`src/rtl/cdc_pkg.sv`:
```
// Shared definitions for the toggle req/ack clock-domain-crossing handshake.
//   state_e             : source-side FSM state encoding
//   DEFAULT_SYNC_STAGES : default synchronizer depth on the crossing signal
package cdc_pkg;

  typedef enum logic {
    IDLE     = 1'b0,
    WAIT_ACK = 1'b1
  } state_e;

  localparam int unsigned DEFAULT_SYNC_STAGES = 2;

endpackage

```
`src/rtl/cdc_sync_edge.sv`:
```
// Level synchronizer with toggle detection for a 2-phase handshake signal.
//   clk_i   : destination clock
//   rst_ni  : asynchronous active-low reset
//   async_i : level from the other clock domain
//   sync_o  : synchronized level (last synchronizer stage)
//   edge_o  : one-cycle pulse for every toggle of async_i
module cdc_sync_edge #(
  parameter int unsigned STAGES = 2
) (
  input  logic clk_i,
  input  logic rst_ni,
  input  logic async_i,
  output logic sync_o,
  output logic edge_o
);

  logic [STAGES-1:0] sync_d, sync_q;
  logic              hist_d, hist_q;

  always_comb begin
    sync_d = {sync_q[STAGES-2:0], async_i};
    hist_d = sync_q[STAGES-1];
  end

  always_ff @(posedge clk_i or negedge rst_ni) begin
    if (!rst_ni) begin
      sync_q <= '0;
      hist_q <= 1'b0;
    end else begin
      sync_q <= sync_d;
      hist_q <= hist_d;
    end
  end

  assign sync_o = sync_q[STAGES-1];
  // History flop lags the last stage by one cycle, so XOR flags exactly one cycle per toggle.
  assign edge_o = sync_q[STAGES-1] ^ hist_q;

endmodule

```
`src/rtl/cdc_src.sv`:
```
// Transmit end of a 2-phase toggle req/ack clock-domain crossing.
//   clk_i, rst_ni : source-domain clock, asynchronous active-low reset
//   valid_i       : producer has a word on data_i
//   data_i        : word to transfer
//   ready_o       : a word can be accepted this cycle (FSM idle)
//   async_req_o   : request toggle, one per accepted word
//   async_data_o  : word held stable for the destination domain
//   async_ack_i   : acknowledge toggle from the destination domain
//   busy_o        : transfer in flight
//   err_o         : sticky, set when an ack toggle arrives while idle
module cdc_src
  import cdc_pkg::*;
#(
  parameter type         T           = logic,
  parameter int unsigned SYNC_STAGES = DEFAULT_SYNC_STAGES
) (
  input  logic clk_i,
  input  logic rst_ni,
  input  logic valid_i,
  input  T     data_i,
  output logic ready_o,
  output logic async_req_o,
  output T     async_data_o,
  input  logic async_ack_i,
  output logic busy_o,
  output logic err_o
);

  state_e state_d, state_q;
  logic   req_d, req_q;
  T       data_d, data_q;
  logic   busy_d, busy_q;
  logic   err_d, err_q;
  logic   ack_edge;

  cdc_sync_edge #(
    .STAGES (SYNC_STAGES)
  ) u_ack_sync (
    .clk_i   (clk_i),
    .rst_ni  (rst_ni),
    .async_i (async_ack_i),
    .sync_o  (),
    .edge_o  (ack_edge)
  );

  always_comb begin
    state_d = state_q;
    req_d   = req_q;
    data_d  = data_q;
    busy_d  = busy_q;
    err_d   = err_q;
    unique case (state_q)
      IDLE: begin
        // An ack toggle with no outstanding request is a protocol violation.
        if (ack_edge) begin
          err_d = 1'b1;
        end
        if (valid_i) begin
          data_d  = data_i;
          req_d   = ~req_q;
          busy_d  = 1'b1;
          state_d = WAIT_ACK;
        end
      end
      WAIT_ACK: begin
        // Data and req stay frozen until the matching ack toggle.
        if (ack_edge) begin
          busy_d  = 1'b0;
          state_d = IDLE;
        end
      end
      default: state_d = IDLE;
    endcase
  end

  always_ff @(posedge clk_i or negedge rst_ni) begin
    if (!rst_ni) begin
      state_q <= IDLE;
      req_q   <= 1'b0;
      data_q  <= '0;
      busy_q  <= 1'b0;
      err_q   <= 1'b0;
    end else begin
      state_q <= state_d;
      req_q   <= req_d;
      data_q  <= data_d;
      busy_q  <= busy_d;
      err_q   <= err_d;
    end
  end

  assign ready_o      = (state_q == IDLE);
  assign async_req_o  = req_q;
  assign async_data_o = data_q;
  assign busy_o       = busy_q;
  assign err_o        = err_q;

endmodule

```
`config.mk`:
```
export PLATFORM = sky130hd
export DESIGN_NAME = cdc_src
export DESIGN_NICKNAME = d
export VERILOG_FILES = /design/src/rtl/cdc_pkg.sv /design/src/rtl/cdc_sync_edge.sv /design/src/rtl/cdc_src.sv
export SDC_FILE = /design/constraint.sdc
export NUM_CORES = 1
export LEC_CHECK = 0
export CAP_MARGIN = 20
export CORE_AREA = 5 5 42 44
export CTS_BUF_LIST = sky130_fd_sc_hd__clkbuf_4 sky130_fd_sc_hd__clkbuf_8
export DETAILED_ROUTE_END_ITERATION = 7
export DIE_AREA = 0 0 47 49
export GPL_TIMING_DRIVEN = 0
export PLACE_DENSITY = 0.41
export REMOVE_ABC_BUFFERS = 1
export SLEW_MARGIN = 20
export SYNTH_ARGS = -nofsm -noshare
export SYNTH_HDL_FRONTEND = slang
export SYNTH_SLANG_ARGS = --single-unit
export TNS_END_PERCENT = 20
```
`constraint.sdc`:
```
create_clock -name clk_i -period 1.1 [get_ports clk_i]
set_input_delay 0.165 -clock clk_i [delete_from_list [all_inputs] [get_ports clk_i]]
set_output_delay 0.165 -clock clk_i [all_outputs]
set_load 0.02 [all_outputs]
```
==> impl_results.md, run 1 <==
* Status: finished clean
* Pin count of the biggest net entering global routing at 9
* PnR worst setup slack at 0.0352 ns
* Distinct cell type count after synthesis at 10
* Final setup vio count at 0
* CTS tree: built
* Die width at 47 um
* Routed vias at 161
* Nets at 36
* Core ar. at 1400 sq um
* Total Routing Usage GR at 4.77%
* H-tree levels at 1
* Switch Pwr at 0.240 mW
* Diodes inserted at 0
* Required time of the critical path at 0.94 ns
* Worst reg2reg path depth at 2
* Clock Sinks at 8
* I/O Pins at 10
* DRC at 0
* Port Buffers at 9
* CP Depth at 1
* Synth area leader: dfrtp_1
* DRT Pass-1 Iters at 2
* Per-cell routed wire length at 10.2 um
* Post-synth top area share at 72.7%
* Startpoint Class: flip-flop
* Max-cap violations at 0
* Comb power frac at 27.1%
* First-pass GRT wire length at 745 um
* Synthesized cell area at 275 sq um
* Commonest cells after routing, fill and taps aside: dfrtp_1 (7), clkdlybuf4s50_1 (4), clkbuf_4 (3), clkbuf_2 (2)
* # fillers at 158
* # rows at 14
* Ranking of synthesized cells by area: dfrtp_1 (73%), mux2_4 (5.5%), a211o_1 (3.2%)
* Final period util at 96.8%
* Antenna-violating nets left at 0
* Leak pwr at 0.184 nW
* Crit path max-delay family: flip-flops
* Worst-skew pair later-pin latency at 0.24 ns
* Crit path max fanout at 2
* Switching Share at 29.1%
* Storage cell area at 201 sq um
* Clock transition at path regs at 0.05 ns
* Initial antenna violation count at 0
* Post-Route Setup TNS at 0 ns
* Relative slew slack at 77.2%
* Fmax at 939 MHz
* WHS at 0.188 ns
* Final Hold Vio Count at 0
* Worst Max-Slew Pin Slew at 0.341 ns
* Syn_area_per_cell at 16.2 sq um
* Share of cells above drive strength 1 at 34.5%
* YS warnings at 0
* Final Skew at 0.00527 ns
* CTS max path bufs at 2
* Worst Setup End Kind: output port
* Routed WL at 458 um
* Vias in the first global route at 186
* Initial detailed-routing violation count at 5
* Crit-path cells: clkdlybuf4s15_1
* Die Ht at 49 um
* Fin util at 28.7%
* Crit-path max cell delay at 0.37 ns
* Placement Setup Slack at -0.212 ns
* PwrDens at 2050 nW/um^2
* Slowest CP cell: dfrtp_1
* CP bufs+invs at 1
* GPL Wtd Cong at 0.611
* Pins Over Slew Limit at 0
* Clk root buf: clkbuf_4
* Unrepaired setup endpoints after global routing: no
* Yosys reg bits at 8
* Commonest non-fill, non-tap cell in the layout: dfrtp_1
* Clock share of power at 25.4%
* Minimum clock period at 1.06 ns
* Post-Syn Instances at 17
* Post-CTS setup buffer count at 0
* Sequential area share after synthesis at 72.7%
* Number of buffers created by CTS at 3
* Worst Hold Class: in -> async
* Area growth syn-to-layout at 46.4%
* Drt via density at 3.58
* Worst vdd ir at 0.000747 V
* Setup slack, reg-to-reg at 0.05 ns
* Pwr Total at 0.825 mW
* CP arrival at 0.90 ns
* Initial core utilization at 19.6%
* Die area at 2300 sq um
* Internal power at 0.585 mW
* Crit Path Category: reg -> out
* Multi-input logic area at 76.3 sq um
* Reg power frac at 47.5%
* Congestion Overflow GR at 0
metal layers:
layer | routed length (um) | up-vias | global-route usage (%)
li1 | - | 81 | -
met1 | 189 | 76 | 5.00
met2 | 237 | 4 | 6.79
met3 | 31 | 0 | 2.21
met4 | 0 | 0 | 4.15
met5 | 0 | - | 0
metrics by stage:
stage / instances / cell area [sq um]
2_1_floorplan: 17 / 275
3_3_place_gp: 42 / 385
3_5_place_dp: 42 / 385
4_1_cts: 45 / 409
5_1_grt: 45 / 403
6_report: 45 / 403
power groups by stage:
stage / logic, mW / registers, mW / clock network (mW)
after global placement: 0.254 / 0.390 / 0
after floorplan: 0.0777 / 0.438 / 0
after detailed placement: 0.254 / 0.393 / 0
final: 0.223 / 0.392 / 0.209
after global routing: 0.241 / 0.400 / 0.238
after CTS: 0.235 / 0.391 / 0.225
cell usage after synthesis:
cell	instances
mux2_4	1
inv_1	1
xor2_1	1
a21o_1	1
a211o_1	1
o21bai_1	1
dfrtp_1	8
nor2b_1	1
xnor2_1	1
nor2b_2	1
worst paths after layout:
| check | start | to |
|---|---|---|
| min in group clk_i | u_ack_sync.sync_q[0]$_DFF_PN0_ | u_ack_sync.sync_q[1]$_DFF_PN0_ |
| setup reg to reg | state_q$_DFF_PN0_ | async_data_o$_DFFE_PN0P_ |
| hold reg to reg | u_ack_sync.sync_q[0]$_DFF_PN0_ | u_ack_sync.sync_q[1]$_DFF_PN0_ |
| setup / recovery | err_o$_DFFE_PN0P_ | err_o |
| hold / removal | rst_ni | u_ack_sync.hist_q$_DFF_PN0_ |
| max in group asynchronous | rst_ni | state_q$_DFF_PN0_ |
state kept, by name, indices dropped and copies added (netlist names):
| signal | count |
|---|---|
| u_ack_sync.sync_q | 2 |
| async_data_o | 1 |
| async_req_o | 1 |
| busy_o | 1 |
| err_o | 1 |
| state_q | 1 |
| u_ack_sync.hist_q | 1 |
timing repair:
| item | 4_1_cts | 5_1_grt |
|---|---|---|
| hold buffers | 0 | 0 |
| cloned | 0 | 0 |
| setup endpoints to repair | 6 | 4 |
| resized for setup | 14 | 4 |
logic make-up after synthesis:
group,share of synthesized area (%)
flip-flops,72.7
AO/OA/AOI/OAI,8.64
XOR/XNOR,6.36
AND/OR/NAND/NOR,5.46
multiplexers,5.45
buffers and inverters,1.36
final cells by class:
class / instances / area share (%)
flip-flops and latches: 8 / 50.0
repair buffers: 9 / 19.6
multi-input cells: 8 / 18.9
clock buffers: 3 / 5.59
well taps: 16 / 4.97
inverters: 1 / 0.932
(Power assumes the default switching activity.)
==> run 2, diff against run 1 <==
- CELL_PAD_IN_SITES_DETAIL_PLACEMENT: not set -> 2
- CELL_PAD_IN_SITES_GLOBAL_PLACEMENT: not set -> 2
- PLACE_DENSITY: 0.41 -> 0.57
==> impl_results.md, run 2 (same netlist as run 1, synthesis figures left out) <==
* Vias in the first global route at 205
* Final Skew at 0.00626 ns
* Reg power frac at 46.7%
* Reg-to-Reg Start: state_q$_DFF_PN0_
* Largest register FFs at 2
* Port Buffers at 9
* Crit Path Category: reg -> out
* Die Ht at 49 um
* Switching Share at 29.9%
* Unrepaired setup endpoints after global routing: yes
* Status: finished clean
* Final Hold Vio Count at 0
* H-tree levels at 1
* Crit path from: err_o$_DFFE_PN0P_
* CP bufs+invs at 1
* CTS max path bufs at 2
* # rows at 14
* Total Routing Usage GR at 5.89%
* Number of buffers created by CTS at 3
* Max-cap violations at 0
* First-pass GRT wire length at 910 um
* Share of cells above drive strength 1 at 35.5%
* Crit-path max cell delay at 0.37 ns
* Minimum clock period at 1.06 ns
* Core ar. at 1400 sq um
* WHS at 0.193 ns
* I/O Pins at 10
* Routed vias at 179
* Initial core utilization at 19.6%
* Final setup vio count at 0
* Worst vdd ir at 0.000574 V
* Required time of the critical path at 0.94 ns
* Largest reg by FF count: u_ack_sync.sync_q
* CP arrival at 0.90 ns
* Drt via density at 3.81
* Antenna-violating nets left at 0
* Startpoint Class: flip-flop
* Per-cell routed wire length at 11.4 um
* Leak pwr at 0.193 nW
* Clock share of power at 25.1%
* Pins Over Slew Limit at 0
* Multi-input logic area at 76.3 sq um
* Die area at 2300 sq um
* Crit path max fanout at 2
* # fillers at 168
* Final period util at 96.5%
* Initial antenna violation count at 0
* Crit-path cells: clkdlybuf4s15_1
* Comb power frac at 28.2%
* Storage cell area at 200 sq um
* Worst reg2reg path depth at 2
* Pwr Total at 0.833 mW
* Worst-skew pair later-pin latency at 0.24 ns
* Relative slew slack at 76.5%
* CP Depth at 1
* Clk root buf: clkbuf_4
* Pin count of the biggest net entering global routing at 9
* Switch Pwr at 0.249 mW
* DRT Pass-1 Iters at 1
* Worst Max-Slew Pin Slew at 0.351 ns
* GPL Wtd Cong at 0.584
* Congestion Overflow GR at 0
* Die width at 47 um
* DRC at 0
* Routed WL at 537 um
* Nets at 38
* Clock Sinks at 8
* Commonest non-fill, non-tap cell in the layout: dfrtp_1
* Clock transition at path regs at 0.05 ns
* PwrDens at 2040 nW/um^2
* Worst Hold Class: in -> async
* Initial detailed-routing violation count at 0
* CTS tree: built
* Slowest CP cell: dfrtp_1
* Fmax at 942 MHz
* Commonest cells after routing, fill and taps aside: dfrtp_1 (8), clkdlybuf4s50_1 (4), clkbuf_4 (3), clkbuf_2 (3), buf_4 (2)
* Area growth syn-to-layout at 48.2%
* Crit path max-delay family: flip-flops
* Internal power at 0.584 mW
* Diodes inserted at 0
* Worst Setup End Kind: output port
-- run 2: final cells by class --
type | instances | share of cell area (%)
flip-flops and latches | 8 | 49.1
inverters | 1 | 0.920
clock buffers | 3 | 5.52
repair buffers | 11 | 20.9
well taps | 16 | 4.91
multi-input cells | 8 | 18.7
-- run 2: routing by layer --
metal  vias up  GRT usage, %  wire, um
met4         0          4.15         0
met2         6          9.05       275
met1        90          5.64       207
li1         83             -         -
met3         0          3.32        54
met5         -             0         0
-- run 2: final timing paths --
kind,end,slack (ns)
worst max register to register,async_data_o$_DFFE_PN0P_,0.06
worst min-delay path,err_o$_DFFE_PN0P_,0.19
worst min register to register,u_ack_sync.sync_q[1]$_DFF_PN0_,0.35
worst max-delay path,err_o,0.04
min in group clk_i,u_ack_sync.sync_q[1]$_DFF_PN0_,0.35
max in group asynchronous,async_req_o$_DFFE_PN0P_,0.65
-- run 2: power groups by stage --
stage | registers [mW] | logic [mW] | clock network [mW]
floorplan | 0.438 | 0.0777 | 0
global placement | 0.389 | 0.253 | 0
detailed placement | 0.394 | 0.258 | 0
CTS | 0.386 | 0.256 | 0.220
global route | 0.398 | 0.258 | 0.235
finish | 0.389 | 0.234 | 0.209
-- run 2: repair_timing --
item / 4_1_cts / 5_1_grt
pin swaps: 0 / 0
cloned: 0 / 0
resized for setup: 12 / 4
endpoints found under the hold margin: 0 / 0
setup endpoints to repair: 6 / 4
setup buffers: 2 / 0
hold buffers: 0 / 0
-- run 2: through the flow --
stage / cell area (sq um) / setup TNS (ns) / setup WS, ns / std cells / utilization, %
finish: 408 / 0 / 0.0389 / 47 / 29.1
global route: 408 / -0.0287 / -0.0287 / 47 / 29.1
CTS: 418 / 0 / 0.00242 / 47 / 29.8
detailed placement: 385 / -0.505 / -0.229 / 42 / 27.5
global placement: 385 / -0.362 / -0.204 / 42 / 27.5
floorplan: 275 / 0 / 0.0737 / 17 / -
==> run 3, diff against run 2 <==
- ABC_AREA: not set -> 1
- PLACE_DENSITY: 0.57 -> 0.65
==> impl_results.md, run 3 <==
* CTS max path bufs at 2
* Unrepaired setup endpoints after global routing: yes
* Die width at 47 um
* I/O Pins at 10
* Top-count cell post-synth: nand2_1
* Initial core utilization at 21.3%
* Worst vdd ir at 0.000635 V
* Crit Path Category: reg -> out
* Final period util at 96.5%
* Crit-path max cell delay at 0.40 ns
* Final Hold Vio Count at 0
* Most frequent cells after synthesis: nand2_1 (9), dfrtp_1 (8), inv_1 (5)
* Synthesized cell area at 298 sq um
* DRC at 0
* Synth Flop Type: dfrtp_1
* Crit path max-delay family: flip-flops
* Fmax at 942 MHz
* Number of buffers created by CTS at 3
* Post-Syn Instances at 29
* Pwr Total at 0.815 mW
* Minimum clock period at 1.06 ns
* Sequential area share after synthesis at 67.2%
* Commonest non-fill, non-tap cell in the layout: nand2_1
* Vias in the first global route at 269
* Post-CTS setup buffer count at 0
* Final HPWL DP at 515 um
* Clk root buf: clkbuf_4
* Final Skew at 0.00202 ns
* Switch Pwr at 0.250 mW
* Placed inst area at 408 sq um
* Drt via density at 4.11
* GPL Wtd Cong at 0.655
* Synth area leader: dfrtp_1
* Startpoint Class: flip-flop
* CP arrival at 0.90 ns
* Routed WL at 616 um
* Initial detailed-routing violation count at 0
* Pins Over Slew Limit at 0
* Congestion Overflow GR at 0
* Ranking of synthesized cells by area: dfrtp_1 (67%), nand2_1 (11%), inv_1 (6.3%)
* Die area at 2300 sq um
* Routed vias at 234
* Worst-skew pair later-pin latency at 0.25 ns
* Max-cap violations at 0
* Slowest CP cell: dfrtp_1
* Clock Sinks at 8
* Post-synth EDFFs at 0
* Yosys reg bits at 8
* Relative slew slack at 76.5%
* Crit-path cells: inv_2 -> buf_6
* Pin count of the biggest net entering global routing at 9
* Internal power at 0.565 mW
* Antenna-violating nets left at 0
* Largest register FFs at 2
* First-pass GRT wire length at 1090 um
* Post-synth top area share at 67.2%
* CTS tree: built
* YS warnings at 0
* Die Ht at 49 um
* Clock transition at path regs at 0.05 ns
* Largest reg by FF count: u_ack_sync.sync_q
* Initial antenna violation count at 0
* Syn_area_per_cell at 10.3 sq um
* Share of cells above drive strength 1 at 26.8%
* Worst Hold Class: in -> async
* Reg power frac at 45.6%
* Worst Max-Slew Pin Slew at 0.351 ns
* Crit path from: state_q$_DFF_PN0_
* # fillers at 176
* H-tree levels at 1
* Distinct cell type count after synthesis at 8
* Reg-to-Reg Start: state_q$_DFF_PN0_
* Final instance area at 418 sq um
* Leak pwr at 0.224 nW
* Core ar. at 1400 sq um
* Area growth syn-to-layout at 40.3%
* Placement Setup Slack at -0.175 ns
* CP bufs+invs at 2
* Comb power frac at 27.3%
* Diodes inserted at 0
* Status: finished clean
* Worst Setup End Kind: output port
* Per-cell routed wire length at 10.8 um
* Crit path max fanout at 4
* Final setup vio count at 0
* # rows at 14
* Required time of the critical path at 0.94 ns
* PnR worst setup slack at 0.0389 ns
* DRT Pass-1 Iters at 1
* Port Buffers at 9
* Nets at 48
* Commonest cells after routing, fill and taps aside: nand2_1 (9), dfrtp_1 (8), inv_1 (5), clkdlybuf4s50_1 (4)
* Post-synth ARST share at 100%
* PwrDens at 1950 nW/um^2
* Clock share of power at 27.1%
* Switching Share at 30.7%
* WHS at 0.186 ns
* Total Routing Usage GR at 7.24%
[run 3: cell families after synthesis]
logic type,share of synthesized area (%)
flops,67.2
simple gates,22.3
buf+inv,7.56
xor+xnor,2.94
[run 3: final timing paths]
path	slack, ns	depth (start not counted)	endpoint
max in group asynchronous	0.66	1	u_ack_sync.hist_q$_DFF_PN0_
hold / removal	0.19	1	state_q$_DFF_PN0_
min in group clk_i	0.36	1	u_ack_sync.sync_q[0]$_DFF_PN0_
setup reg to reg	0.27	3	async_req_o$_DFFE_PN0P_
setup / recovery	0.04	2	ready_o
hold reg to reg	0.36	0	u_ack_sync.sync_q[1]$_DFF_PN0_
[run 3: final cells by class]
cell class	instances	area (sq um)	area share [%]
sequential	8	200	47.9
multi-input combinational	15	75.1	18.0
timing repair buffer	9	77.6	18.6
tap	16	20.0	4.79
clock buffer	3	22.5	5.39
inverter	6	22.5	5.39
[run 3: timing repair]
item | in CTS | in global routing
gates resized for setup | 14 | 4
setup endpoints to repair | 5 | 4
endpoints found under the hold margin | 0 | 0
hold buffers | 0 | 0
[run 3: worst reg2reg max path, delay by kind of cell, from the launching register on]
family                 cells  cell delay [ns]
buffers and inverters      1             0.12
AND/OR/NAND/NOR            1             0.08
XOR/XNOR                   1             0.12
flip-flops                 1             0.40
[run 3: power by group through the flow]
stage / Sequential (mW) / Clock [mW] / Combinational (mW)
2_1_floorplan: 0.422 / 0 / 0.0784
3_3_place_gp: 0.375 / 0 / 0.245
3_5_place_dp: 0.378 / 0 / 0.249
4_1_cts: 0.373 / 0.237 / 0.233
5_1_grt: 0.378 / 0.250 / 0.240
6_report: 0.372 / 0.220 / 0.223
[run 3: per-layer routing]
| metal | up-vias | global-route usage [%] | routed length [um] |
|---|---|---|---|
| li1 | 108 | - | - |
| met1 | 114 | 6.55 | 232 |
| met2 | 8 | 10.9 | 339 |
| met3 | 4 | 1.48 | 23 |
| met4 | 0 | 9.68 | 20 |
| met5 | - | 0 | 0 |
[run 3: metrics by stage]
step / TNS (ns) / utilization (%) / cells
floorplan: 0 / - / 29
global placement: -0.187 / 29.1 / 54
detailed placement: -0.193 / 29.1 / 54
CTS: 0 / 30.6 / 57
global route: -0.00735 / 29.8 / 57
finish: 0 / 29.8 / 57
